File: src/rtl/reg_write_ctrl_pkg.sv
// reg_ctrl_pkg: shared sizes, FSM encoding and reset constants for the register-file write controller.
package reg_ctrl_pkg;
   localparam int ADDR_W   = 3;
   localparam int DATA_W   = 8;
   localparam int NUM_REGS = 2 ** ADDR_W;

   typedef enum logic {
      IDLE = 1'b0,
      CLR  = 1'b1
   } state_t;

   localparam logic LAST_RST = 1'b1;
endpackage

File: src/rtl/reg_write_ctrl_if.sv
// reg_write_ctrl_if: requester, clear and register-file write signals of the write-port controller.
interface reg_write_ctrl_if
   import reg_ctrl_pkg::*;
#(
   parameter int AW = ADDR_W,
   parameter int DW = DATA_W
);
   logic          REQ0;
   logic [AW-1:0] ADDR0;
   logic [DW-1:0] DATA0;
   logic          GNT0;
   logic          REQ1;
   logic [AW-1:0] ADDR1;
   logic [DW-1:0] DATA1;
   logic          GNT1;
   logic          CLEAR;
   logic          BUSY;
   logic          WRITE;
   logic [AW-1:0] INADDRESS;
   logic [DW-1:0] IN;

   modport master (
      output REQ0, ADDR0, DATA0, REQ1, ADDR1, DATA1, CLEAR,
      input  GNT0, GNT1, BUSY, WRITE, INADDRESS, IN
   );

   modport slave (
      input  REQ0, ADDR0, DATA0, REQ1, ADDR1, DATA1, CLEAR,
      output GNT0, GNT1, BUSY, WRITE, INADDRESS, IN
   );
endinterface

File: src/rtl/reg_write_ctrl_rr_arb2.sv
// rr_arb2: combinational two-way round-robin arbiter; on contention the port other than last wins.
module rr_arb2 (
   input  logic       req0,
   input  logic       req1,
   input  logic       last,
   output logic [1:0] gnt
);
   always_comb begin
      gnt[0] = req0 & (~req1 | last);
      gnt[1] = req1 & (~req0 | ~last);
   end
endmodule

File: src/rtl/reg_write_ctrl.sv
// reg_write_ctrl: shares the register-file write port between two requesters and runs a sequenced clear.
// Optional macro PROTECT_R0_EN: requester writes to register 0 are granted but suppressed.
module reg_write_ctrl
   import reg_ctrl_pkg::*;
(
   input logic             CLK,
   input logic             RESET,
   reg_write_ctrl_if.slave bus
);
   state_t            state;
   logic [ADDR_W-1:0] cnt;
   logic              last;
   logic [1:0]        gnt;
   logic [ADDR_W-1:0] sel_addr;
   logic [DATA_W-1:0] sel_data;
   logic              wr_ok;

   rr_arb2 u_arb (
      .req0 (bus.REQ0),
      .req1 (bus.REQ1),
      .last (last),
      .gnt  (gnt)
   );

   assign sel_addr = gnt[1] ? bus.ADDR1 : bus.ADDR0;
   assign sel_data = gnt[1] ? bus.DATA1 : bus.DATA0;

`ifdef PROTECT_R0_EN
   assign wr_ok = |sel_addr;
`else
   assign wr_ok = 1'b1;
`endif

   // cnt tracks the address of the clear write currently being presented
   always_ff @(posedge CLK or negedge RESET) begin
      if (!RESET) begin
         state         <= IDLE;
         cnt           <= '0;
         last          <= LAST_RST;
         bus.GNT0      <= 1'b0;
         bus.GNT1      <= 1'b0;
         bus.WRITE     <= 1'b0;
         bus.BUSY      <= 1'b0;
         bus.INADDRESS <= '0;
         bus.IN        <= '0;
      end else begin
         bus.GNT0  <= 1'b0;
         bus.GNT1  <= 1'b0;
         bus.WRITE <= 1'b0;
         if (state == IDLE && bus.CLEAR) begin
            state         <= CLR;
            cnt           <= '0;
            bus.BUSY      <= 1'b1;
            bus.WRITE     <= 1'b1;
            bus.INADDRESS <= '0;
            bus.IN        <= '0;
         end else if (state == CLR && cnt != ADDR_W'(NUM_REGS - 1)) begin
            cnt           <= cnt + 1'b1;
            bus.WRITE     <= 1'b1;
            bus.INADDRESS <= cnt + 1'b1;
            bus.IN        <= '0;
         end else begin
            state    <= IDLE;
            cnt      <= '0;
            bus.BUSY <= 1'b0;
            if (|gnt) begin
               bus.GNT0      <= gnt[0];
               bus.GNT1      <= gnt[1];
               bus.WRITE     <= wr_ok;
               bus.INADDRESS <= sel_addr;
               bus.IN        <= sel_data;
               last          <= gnt[1];
            end
         end
      end
   end
endmodule

File: src/flat_wrapper.sv
// flat-port wrapper written by rule: the top's interface ports become plain ports
module reg_write_ctrl_flat import reg_ctrl_pkg::*;
  (CLK, RESET, bus_REQ0, bus_ADDR0, bus_DATA0, bus_REQ1, bus_ADDR1, bus_DATA1, bus_CLEAR, bus_GNT0, bus_GNT1, bus_BUSY, bus_WRITE, bus_INADDRESS, bus_IN);
  reg_write_ctrl_if bus_i ();
  input logic CLK;
  input logic RESET;
  input wire logic [$bits(bus_i.REQ0)-1:0] bus_REQ0;
  input wire logic [$bits(bus_i.ADDR0)-1:0] bus_ADDR0;
  input wire logic [$bits(bus_i.DATA0)-1:0] bus_DATA0;
  input wire logic [$bits(bus_i.REQ1)-1:0] bus_REQ1;
  input wire logic [$bits(bus_i.ADDR1)-1:0] bus_ADDR1;
  input wire logic [$bits(bus_i.DATA1)-1:0] bus_DATA1;
  input wire logic [$bits(bus_i.CLEAR)-1:0] bus_CLEAR;
  output wire logic [$bits(bus_i.GNT0)-1:0] bus_GNT0;
  output wire logic [$bits(bus_i.GNT1)-1:0] bus_GNT1;
  output wire logic [$bits(bus_i.BUSY)-1:0] bus_BUSY;
  output wire logic [$bits(bus_i.WRITE)-1:0] bus_WRITE;
  output wire logic [$bits(bus_i.INADDRESS)-1:0] bus_INADDRESS;
  output wire logic [$bits(bus_i.IN)-1:0] bus_IN;
  assign bus_i.REQ0 = bus_REQ0;
  assign bus_i.ADDR0 = bus_ADDR0;
  assign bus_i.DATA0 = bus_DATA0;
  assign bus_i.REQ1 = bus_REQ1;
  assign bus_i.ADDR1 = bus_ADDR1;
  assign bus_i.DATA1 = bus_DATA1;
  assign bus_i.CLEAR = bus_CLEAR;
  assign bus_GNT0 = bus_i.GNT0;
  assign bus_GNT1 = bus_i.GNT1;
  assign bus_BUSY = bus_i.BUSY;
  assign bus_WRITE = bus_i.WRITE;
  assign bus_INADDRESS = bus_i.INADDRESS;
  assign bus_IN = bus_i.IN;
  reg_write_ctrl u_core (.CLK(CLK), .RESET(RESET), .bus(bus_i));
endmodule
File: config.mk
export PLATFORM = sky130hd
export DESIGN_NAME = reg_write_ctrl_flat
export DESIGN_NICKNAME = d
export VERILOG_FILES = /design/src/rtl/reg_write_ctrl_pkg.sv /design/src/rtl/reg_write_ctrl_if.sv /design/src/rtl/reg_write_ctrl_rr_arb2.sv /design/src/rtl/reg_write_ctrl.sv /design/src/flat_wrapper.sv
export SDC_FILE = /design/constraint.sdc
export NUM_CORES = 1
export LEC_CHECK = 0
export CAP_MARGIN = 15
export CORE_MARGIN = 4
export CORE_UTILIZATION = 39
export CTS_BUF_LIST = sky130_fd_sc_hd__clkbuf_16
export DETAILED_ROUTE_END_ITERATION = 16
export PLACE_DENSITY = 0.77
export SETUP_SLACK_MARGIN = 0.1
export SLEW_MARGIN = 20
export SYNTH_ARGS = -nofsm -noshare
export SYNTH_HDL_FRONTEND = slang
export SYNTH_SLANG_ARGS = --single-unit
File: constraint.sdc
create_clock -name CLK -period 2.1 [get_ports CLK]
set_input_delay 0.21 -clock CLK [delete_from_list [all_inputs] [get_ports CLK]]
set_output_delay 0.21 -clock CLK [all_outputs]
set_load 0.01 [all_outputs]
**Word level (Yosys, flattened, before mapping)**

Cells that the tools add are included.

- Flip-flop bits (word level): 19
- Output and inout bits: 15
- Logic and storage cells: 47
- Input bits: 27

- Reductions and logical operators: 5
- Add/sub/neg operators: 1
- Bitwise logic cells: 10
- Eq/ne operators: 2
- Mux-type cells: 21

Operators by type and width:

| kind | number |
|---|---|
| $mux W8 | 4 |
| $mux W3 | 6 |
| $mux W1 | 11 |
| $not A1 Y1 | 6 |
| $add A3 B1 Y3 const B | 1 |
| $ne A3 B3 Y1 const B | 1 |
| $reduce_and A3 Y1 | 1 |
| $reduce_bool A3 Y1 | 1 |
| $and A1 B1 Y1 | 2 |
| $logic_and A1 B1 Y1 | 2 |
| $ne A2 B1 Y1 const B | 1 |
| $or A1 B1 Y1 | 2 |
| $reduce_or A2 Y1 | 1 |

**Logic depth before layout (Yosys ltp)**

Gate-level depths: netlist of run 1.

- Depth in word-level cells: 7
- Gate-level depth with buffers: 7
- Mapped depth without buffers: 6

**Modules after synthesis**

Synthesis of run 1 repeated with hierarchy kept, for this count alone.

- Cell total of the unflattened synthesis: 84
- Area total of the unflattened synthesis: 919.6 sq um

Modules (own cells, without submodules):

| module | sequential area each (sq um) | cells each | instances | area each (sq um) |
|---|---|---|---|---|
| reg_write_ctrl | 476.7 | 81 | 1 | 900.9 |
| rr_arb2 | 0.0 | 3 | 1 | 18.8 |

**Worst setup path after synthesis of run 1**

OpenSTA, ideal clock, no wires.

- Path kind: reg2reg
- From: reg u_core.cnt[0]
- To: reg u_core.bus.INADDRESS[1]
- Path slack: 0.474 ns
- Buffers on the path: 0
- Setup time: 0.121 ns
- Period minus slack after synthesis: 1.626 ns
- Cell stages (with the launch flop): 7
- Required time: 1.979 ns
- Arrival time: 1.505 ns
- Cells stage by stage: dfrtp_1 > ha_1 > ha_1 > nor2b_1 > nor3b_1 > a311o_1 > a22o_1

- Longest elaborated chain between the ends: 4
- Elaborated cells on any way between the ends: 6
- Those cells by class: add/sub (1); eq/ne (1); mux (2); reduce/logical (2)

Ends and longest elaborated chain:

| element | RTL line | RTL |
|---|---|---|
| start: declaration | reg_write_ctrl.sv:11 | `logic [ADDR_W-1:0] cnt;` |
| start signal: assignment | reg_write_ctrl.sv:58 | `cnt <= cnt + 1'b1;` |
| branches (longest 4 deep; another with $add A3 B1 Y3) | n/a |  |
| end signal: assignment | reg_write_ctrl.sv:60 | `bus.INADDRESS <= cnt + 1'b1;` |
| end signal: assignment | reg_write_ctrl.sv:70 | `bus.INADDRESS <= sel_addr;` |
| end: declaration | reg_write_ctrl_if.sv:29 | `output GNT0, GNT1, BUSY, WRITE, INADDRESS, IN` |

Several ways; the timed one is not identified.
A chain may end at the register's enable or synchronous reset.

**Worst setup path in the final report of run 1**

- From: reg u_core.cnt[0]
- To: reg u_core.bus.INADDRESS[2]

The elaborated chain is that of the path after synthesis.

==> summary.md, run 1 <==
| Metric | Value |
|---|---|
| Run status | finished, final reports clean |
| Critical-path cell list | ha_1, ha_1, nor2b_1, nor3b_1, a311o_1, a22o_1 |
| Antenna diode count | 0 |
| Number of antenna violations at the first check in global routing | 0 |
| Final Hold Violating Endpoints | 0 |
| Final period util | 0.8610 |
| Nets in the synthesized netlist | 99 |
| Number of optimization iterations in the first detailed-route pass | 3 |
| Number of global-route vias before repair | 730 |
| Combinational family with the most area after synthesis | compound AO/OA/AOI/OAI gates |
| Wirelength per Cell | 14.55 um |
| Post-CTS Repair Setup Buffers | 0 |
| First-pass GRT wire length | 3.608 mm |
| Family with the most delay on the worst path | compound AO/OA/AOI/OAI gates |
| Half-perimeter wire length of the detailed placement result | 1.614 mm |
| Register-to-register setup slack | 0.29 ns |
| Worst setup path end | u_core.bus.INADDRESS[2] |
| Slowest CP cell | sky130_fd_sc_hd__dfrtp_1 |
| Compound-Gate Fraction of Synth Area | 0.2108 |
| Worst path buffer plus inverter count | 0 |
| Total Die Area | 3075 sq um |
| Placement row count | 16 |
| Global-route total usage across every layer | 0.1522 |
| Total congestion overflow after global routing | 0 |
| Min Hold Slack | 0.2924 ns |
| Worst endpoint data arrival time | 1.94 ns |
| Die outline width | 55.46 um |
| Maximum clock skew at final layout | 0.001207 ns |
| Beginning of the worst register-to-register path | u_core.cnt[0] |
| Hold Crit Class | input port to async pin |
| Part of the total power dissipated in sequential elements | 0.356 |
| Mapped cell area | 878.3 sq um |
| Post-Synth Adder-Cell Area | 0.02849 |
| Launching element of the worst setup path | u_core.cnt[0] |
| Latest clock arrival within the worst-skew pair | 0.25 ns |
| YS warnings | 0 |
| Clock share of power | 0.240 |
| CP Capture Type | register |
| Effective utilization at floorplan | 0.4301 |
| Cell at the root of the clock tree | sky130_fd_sc_hd__clkbuf_16 |
| Die outline height | 55.46 um |
| Peak fanout along the critical path | 4 |
| Worst r2r path cells | 6 |
| Hold-fix buffers, CTS | 0 |
| Post-synthesis cell count | 70 |
| DRC violation count after routing | 0 |
| Detail Route Antenna Nets | 0 |
| Tmin final | 1.808 ns |
| Cell-internal power | 1.109 mW |
| Leakage power of the design | 0.6040 nW |
| Commonest non-fill, non-tap cells in the layout | 41 x sky130_fd_sc_hd__clkdlybuf4s50_1, 18 x sky130_fd_sc_hd__dfrtp_1, 9 x sky130_fd_sc_hd__o2bb2ai_1 |
| Post-synthesis register bit count | 19 |
| Switching power of the nets | 0.4829 mW |
| Logic gate share of total power | 0.405 |
| RSZ-0062 raised after global routing | false |
| Synth Area per Inst | 12.55 sq um |
| Area growth from synthesis to layout | 60.40% |
| Area share of xor/xnor cells in the synthesized design | 0 |
| Routability Congestion | 0.7860 |
| Power density over cell area | 1130 nW/um^2 |
| Maximum root-to-sink buffer count | 2 |
| Met1 Resource Use GR | 0.2047 |
| Filler Cell Count | 167 |
| Net count reported at finish | 146 |
| Maximum cell stage delay along the critical path | 0.39 ns |
| Number of DRC violations after detailed-routing iteration 0 | 7 |
| Number of stages on the worst setup path | 6 |
| Kind of critical path | register to register |
| Post-synthesis share of cell area spent on and, or, nand and nor gates | 0.09687 |
| Ratio of cells with drive above 1 in the final layout | 0.08621 |
| Top Usage Layer GRT | met2 |
| CTS Sinks | 19 |
| Post-route cell area | 1409 sq um |
| Part of the Yosys area used for sequential elements | 0.5427 |
| Reg-to-Reg End | u_core.bus.INADDRESS[2] |
| Most frequent standard cell in the layout excluding fill and tap cells | sky130_fd_sc_hd__clkdlybuf4s50_1 |
| Clock buffer count from CTS | 3 |
| Peak clock frequency supported by timing | 0.5530 GHz |
| Port Buffer Count | 41 |
| Area of placed instances | 1330 sq um |
| Global-route track usage on met3 | 0.04196 |
| Post-Route WL | 2.080 mm |
| Switching share of power | 0.3033 |
| Final-layout setup total negative slack | 0 ns |
| Final Util | 0.6900 |
| Core outline area | 2042 sq um |
| Boundary Pins | 42 |
| Max Cap Violations | 0 |
| Number of instances resized during post-cts repair | 0 |
| Slew @ Worst Pin | 0.5413 ns |
| Clock tree from TritonCTS | built |
| Routed via count | 718 |
| Headroom to the max-slew limit | 0.6367 |
| Startpoint Class | register |
| Count of different cell masters after synthesis | 22 |
| Number of setup violations in the final report | 0 |
| Clock H-tree levels | 1 |
| WP data required | 2.24 ns |
| Clk slew on worst S/H paths | 0.05 ns |
| Mux share of post-synthesis cell area | 0.09117 |
| Maximum number of pins on one net before global-route repair | 20 |
| Fin. max-slew vios | 0 |
| Most prevalent standard cell on the critical path | sky130_fd_sc_hd__ha_1 |
| IR Drop Worst-Case VDD | 0.7750 mV |
| Via density | 5.021 |
| Met2 usage in global routing | 0.2145 |
-- sequential cells by signal (all words and copies together), names as in the netlist --
register and cells:
u_core.bus.IN 8, u_core.bus.INADDRESS 3, u_core.cnt 3, u_core.bus.BUSY 1, u_core.bus.GNT0 1, u_core.bus.GNT1 1
u_core.bus.WRITE 1, u_core.last 1
-- area by class of cell --
cell class | instances | area (sq um) | share of cell area
repair buffers | 44 | 432.9 | 0.3073
multi-input cells | 46 | 375.4 | 0.2664
inverters | 3 | 11.26 | 0.007993
clock inverters | 1 | 3.754 | 0.002664
clock buffers | 3 | 75.07 | 0.05329
well taps | 27 | 33.78 | 0.02398
flip-flops and latches | 19 | 476.7 | 0.3384
-- kinds of logic after synthesis --
group / after synthesis
AO/OA/AOI/OAI: 20
adder cells (fa/ha/maj): 2
buffers and inverters: 5
flip-flops: 19
multiplexers: 8
AND/OR/NAND/NOR: 16
-- stage by stage --
step / setup WS [ns] / instances / power, mW
floorplan: 0.4738 / 70 / 0.9234
global placement: 0.2687 / 139 / 1.215
detailed placement: 0.2742 / 139 / 1.215
CTS: 0.2905 / 143 / 1.614
global route: 0.1786 / 143 / 1.702
finish: 0.2918 / 143 / 1.592
-- routing by layer --
| layer | vias to the layer above | routed length, um |
|---|---|---|
| met3 | 4 | 98 |
| met4 | 0 | 46 |
| li1 | 353 | - |
| met1 | 341 | 957 |
| met2 | 20 | 976 |
| met5 | - | 0 |
-- synthesized netlist by cell type --
cell type | instances | area, sq um
sky130_fd_sc_hd__nand2b_1 | 1 | 6.260
sky130_fd_sc_hd__a21o_2 | 1 | 8.760
sky130_fd_sc_hd__nand3_1 | 1 | 5.000
sky130_fd_sc_hd__nor3b_1 | 2 | 15.01
sky130_fd_sc_hd__a21boi_4 | 1 | 18.77
sky130_fd_sc_hd__ha_1 | 2 | 25.02
sky130_fd_sc_hd__a22o_1 | 4 | 35.03
sky130_fd_sc_hd__dfstp_2 | 1 | 26.28
sky130_fd_sc_hd__inv_1 | 3 | 11.26
sky130_fd_sc_hd__o21ai_1 | 1 | 5.000
sky130_fd_sc_hd__o2bb2ai_1 | 9 | 78.83
sky130_fd_sc_hd__mux2i_1 | 8 | 80.08
sky130_fd_sc_hd__and2_1 | 3 | 18.77
sky130_fd_sc_hd__nor2_1 | 4 | 15.01
sky130_fd_sc_hd__nand2_1 | 2 | 7.510
sky130_fd_sc_hd__a311o_1 | 2 | 20.02
sky130_fd_sc_hd__o21ba_2 | 1 | 10.01
sky130_fd_sc_hd__o221ai_1 | 1 | 8.760
sky130_fd_sc_hd__dfrtp_1 | 18 | 450.4
sky130_fd_sc_hd__nor2b_1 | 2 | 12.51
sky130_fd_sc_hd__buf_4 | 2 | 15.01
sky130_fd_sc_hd__nor3_1 | 1 | 5.000
-- power by group through the flow --
stage | clock network (mW) | logic [mW] | registers [mW]
final | 0.382 | 0.644 | 0.566
after floorplan | 0 | 0.329 | 0.595
after global routing | 0.403 | 0.719 | 0.579
after detailed placement | 0 | 0.646 | 0.569
after global placement | 0 | 0.645 | 0.570
after CTS | 0.391 | 0.658 | 0.565
-- worst min-delay path by stage --
stage                      end
2_1_floorplan  u_core.bus.BUSY
3_3_place_gp     u_core.cnt[0]
3_5_place_dp     u_core.cnt[0]
4_1_cts          u_core.cnt[2]
5_1_grt          u_core.cnt[2]
6_report         u_core.cnt[2]
No activity file was read; power rests on OpenSTA's default activity.
==> inputs of run 2 (changes only) <==
Settings changed: CELL_PAD_IN_SITES_DETAIL_PLACEMENT set to 1, CELL_PAD_IN_SITES_GLOBAL_PLACEMENT set to 1, CORE_UTILIZATION 39 to 30, PLACE_DENSITY 0.77 to unset, PLACE_DENSITY_LB_ADDON set to 0.1, SLEW_MARGIN 20 to unset.
==> run 2 against run 1 <==
Against the previous run:
- first-iteration DRC count increased by 71%
- worst hold slack worse by 0.0013 ns
- final cell count increased by 4.9%
- combinational power grew 5.1%
- global-route usage is 2.1 points lower
- core utilization shrank 17 points
- sequential cell count did not move
- clock power rose by 3%
- sequential power increased by 1%
- power rose by 3.1%
- highest routed layer unchanged
==> summary.md, run 2 (synthesis gave the netlist of run 1 again) <==
| Metric | Value |
|---|---|
| Power density over cell area | 1138 nW/um^2 |
| Latest clock arrival within the worst-skew pair | 0.25 ns |
| Min Hold Slack | 0.2911 ns |
| Hold-fix buffers, CTS | 0 |
| Number of setup violations in the final report | 0 |
| Filler Cell Count | 302 |
| Effective utilization at floorplan | 0.3158 |
| Startpoint Class | register |
| Post-route cell area | 1443 sq um |
| Slew @ Worst Pin | 0.5756 ns |
| Count of non-filler cells in the finished layout | 150 |
| Sequential cell area | 476.7 sq um |
| Slowest CP cell | sky130_fd_sc_hd__dfrtp_1 |
| Clock tree from TritonCTS | built |
| Number of instances resized during post-cts repair | 0 |
| Die outline height | 62.11 um |
| Registers with the most flip-flops | u_core.bus.IN (8), u_core.bus.INADDRESS (3), u_core.cnt (3) |
| Run status | finished, final reports clean |
| Routability Congestion | 0.7797 |
| Area of the multi-input gates | 380.4 sq um |
| Die outline width | 62.11 um |
| Routed via count | 739 |
| Area of placed instances | 1358 sq um |
| Number of antenna violations at the first check in global routing | 0 |
| Maximum number of pins on one net before global-route repair | 20 |
| Peak fanout along the critical path | 4 |
| Switching power of the nets | 0.5115 mW |
| Beginning of the worst register-to-register path | u_core.cnt[0] |
| Clock buffer count from CTS | 3 |
| Clock H-tree levels | 1 |
| Number of DRC violations after detailed-routing iteration 0 | 12 |
| WP data required | 2.24 ns |
| Hold Crit Class | input port to async pin |
| Register-to-register setup slack | 0.20 ns |
| Final-layout setup total negative slack | 0 ns |
| CTS Sinks | 19 |
| Number of optimization iterations in the first detailed-route pass | 2 |
| Worst r2r path cells | 7 |
| Maximum root-to-sink buffer count | 2 |
| Reg-to-Reg End | u_core.bus.INADDRESS[1] |
| Antenna diode count | 0 |
| Cell at the root of the clock tree | sky130_fd_sc_hd__clkbuf_16 |
| Logic gate share of total power | 0.412 |
| Clk slew on worst S/H paths | 0.06 ns |
| Placement row count | 19 |
| Largest Register | u_core.bus.IN |
| CP Capture Type | register |
| Number of global-route vias before repair | 863 |
| Total congestion overflow after global routing | 0 |
| Kind of critical path | register to register |
| Tmin final | 1.903 ns |
| IR Drop Worst-Case VDD | 1.067 mV |
| Family with the most delay on the worst path | compound AO/OA/AOI/OAI gates |
| Commonest non-fill, non-tap cells in the layout | 41 x sky130_fd_sc_hd__clkdlybuf4s50_1, 18 x sky130_fd_sc_hd__dfrtp_1, 9 x sky130_fd_sc_hd__o2bb2ai_1 |
| Wirelength per Cell | 16.21 um |
| Met2 usage in global routing | 0.2034 |
| Launching element of the worst setup path | u_core.cnt[0] |
| Fin. max-slew vios | 0 |
| Maximum cell stage delay along the critical path | 0.40 ns |
| Cell-internal power | 1.130 mW |
| Net count reported at finish | 149 |
| Port Buffer Count | 41 |
| Leakage power of the design | 0.6193 nW |
| Top Usage Layer GRT | met2 |
| DRC violation count after routing | 0 |
| Critical-path cell list | ha_1, ha_1, buf_4, nor2b_1, nor3b_1, a311o_1, a22o_1 |
| Boundary Pins | 42 |
| Detail Route Antenna Nets | 0 |
| Peak clock frequency supported by timing | 0.5254 GHz |
| Headroom to the max-slew limit | 0.6137 |
| Post-Route WL | 2.431 mm |
| Half-perimeter wire length of the detailed placement result | 1.902 mm |
| Maximum clock skew at final layout | 0.003185 ns |
| Worst path buffer plus inverter count | 1 |
| Number of stages on the worst setup path | 7 |
| Area growth from synthesis to layout | 64.24% |
| Worst setup path end | u_core.bus.INADDRESS[1] |
| Ratio of cells with drive above 1 in the final layout | 0.1261 |
| Global-route track usage on met3 | 0.04685 |
| First-pass GRT wire length | 4.153 mm |
| Worst endpoint data arrival time | 2.04 ns |
| Clock share of power | 0.239 |
| Max Cap Violations | 0 |
| Post-CTS Repair Setup Buffers | 0 |
| Via density | 4.927 |
| Core outline area | 2781 sq um |
| Number of cells in the design after placement | 146 |
| RSZ-0062 raised after global routing | false |
| Most prevalent standard cell on the critical path | sky130_fd_sc_hd__ha_1 |
| Switching share of power | 0.3116 |
| Largest register FFs | 8 |
| Total Die Area | 3858 sq um |
| Most frequent standard cell in the layout excluding fill and tap cells | sky130_fd_sc_hd__clkdlybuf4s50_1 |
| Part of the total power dissipated in sequential elements | 0.349 |
| Global-route total usage across every layer | 0.1307 |
| Final Hold Violating Endpoints | 0 |
| Met1 Resource Use GR | 0.1706 |
| Final period util | 0.9063 |
==> run 2: changes by cell type in the layout (fill, tap and decap cells not counted) <==
cell / previous run / this run
sky130_fd_sc_hd__nor3_1: 1 / 0
sky130_fd_sc_hd__clkinv_2: 0 / 1
sky130_fd_sc_hd__buf_4: 3 / 6
sky130_fd_sc_hd__inv_1: 4 / 3
sky130_fd_sc_hd__nor3_2: 0 / 1
==> run 2: worst min path at each step <==
stage                           from          endpoint  cells after the start  slack, ns
floorplan                      RESET   u_core.bus.BUSY                      0      -0.09
global route                   RESET   u_core.bus.GNT0                      2       0.33
finish                         RESET   u_core.bus.GNT0                      2       0.29
global placement    u_core.bus.IN[3]  u_core.bus.IN[3]                      1       0.47
CTS                            RESET   u_core.bus.GNT0                      2       0.30
detailed placement     u_core.cnt[0]     u_core.cnt[0]                      1       0.48
==> run 2: power groups by stage <==
stage          registers (mW)  clock network [mW]  logic [mW]
3_5_place_dp            0.577                   0       0.676
5_1_grt                 0.588               0.412       0.748
3_3_place_gp            0.573                   0       0.660
2_1_floorplan           0.595                   0       0.329
6_report                0.572               0.392       0.677
4_1_cts                 0.574               0.399       0.686
==> run 2: layout make-up <==
class,count,area share
Tap cell,31,0.02689
Timing Repair Buffer,47,0.3157
Inverter,3,0.007806
Sequential cell,19,0.3304
Multi-Input combinational cell,46,0.2637
Clock inverter,1,0.003469
Clock buffer,3,0.05204
==> run 2: worst reg2reg max path, delay by kind of cell (launching register included) <==
kind / cells / cell delay [ns]
AO/OA/AOI/OAI: 2 / 0.53
flip-flops: 1 / 0.40
adder cells (fa/ha/maj): 2 / 0.40
AND/OR/NAND/NOR: 2 / 0.32
buffers and inverters: 1 / 0.14
==> run 2: metal layers <==
layer / share of wire / up-vias
met4: 0.015 / 0
li1: - / 360
met5: 0 / -
met1: 0.43 / 351
met2: 0.49 / 24
met3: 0.057 / 4
==> run 2: stage by stage <==
| stage | setup WS [ns] | utilization | total power, mW |
|---|---|---|---|
| after floorplan | 0.4738 | - | 0.9234 |
| after global placement | 0.1918 | 0.4881 | 1.233 |
| after detailed placement | 0.1774 | 0.4881 | 1.253 |
| after CTS | 0.1383 | 0.5169 | 1.659 |
| after global routing | 0.1080 | 0.5187 | 1.748 |
| final | 0.1969 | 0.5187 | 1.641 |
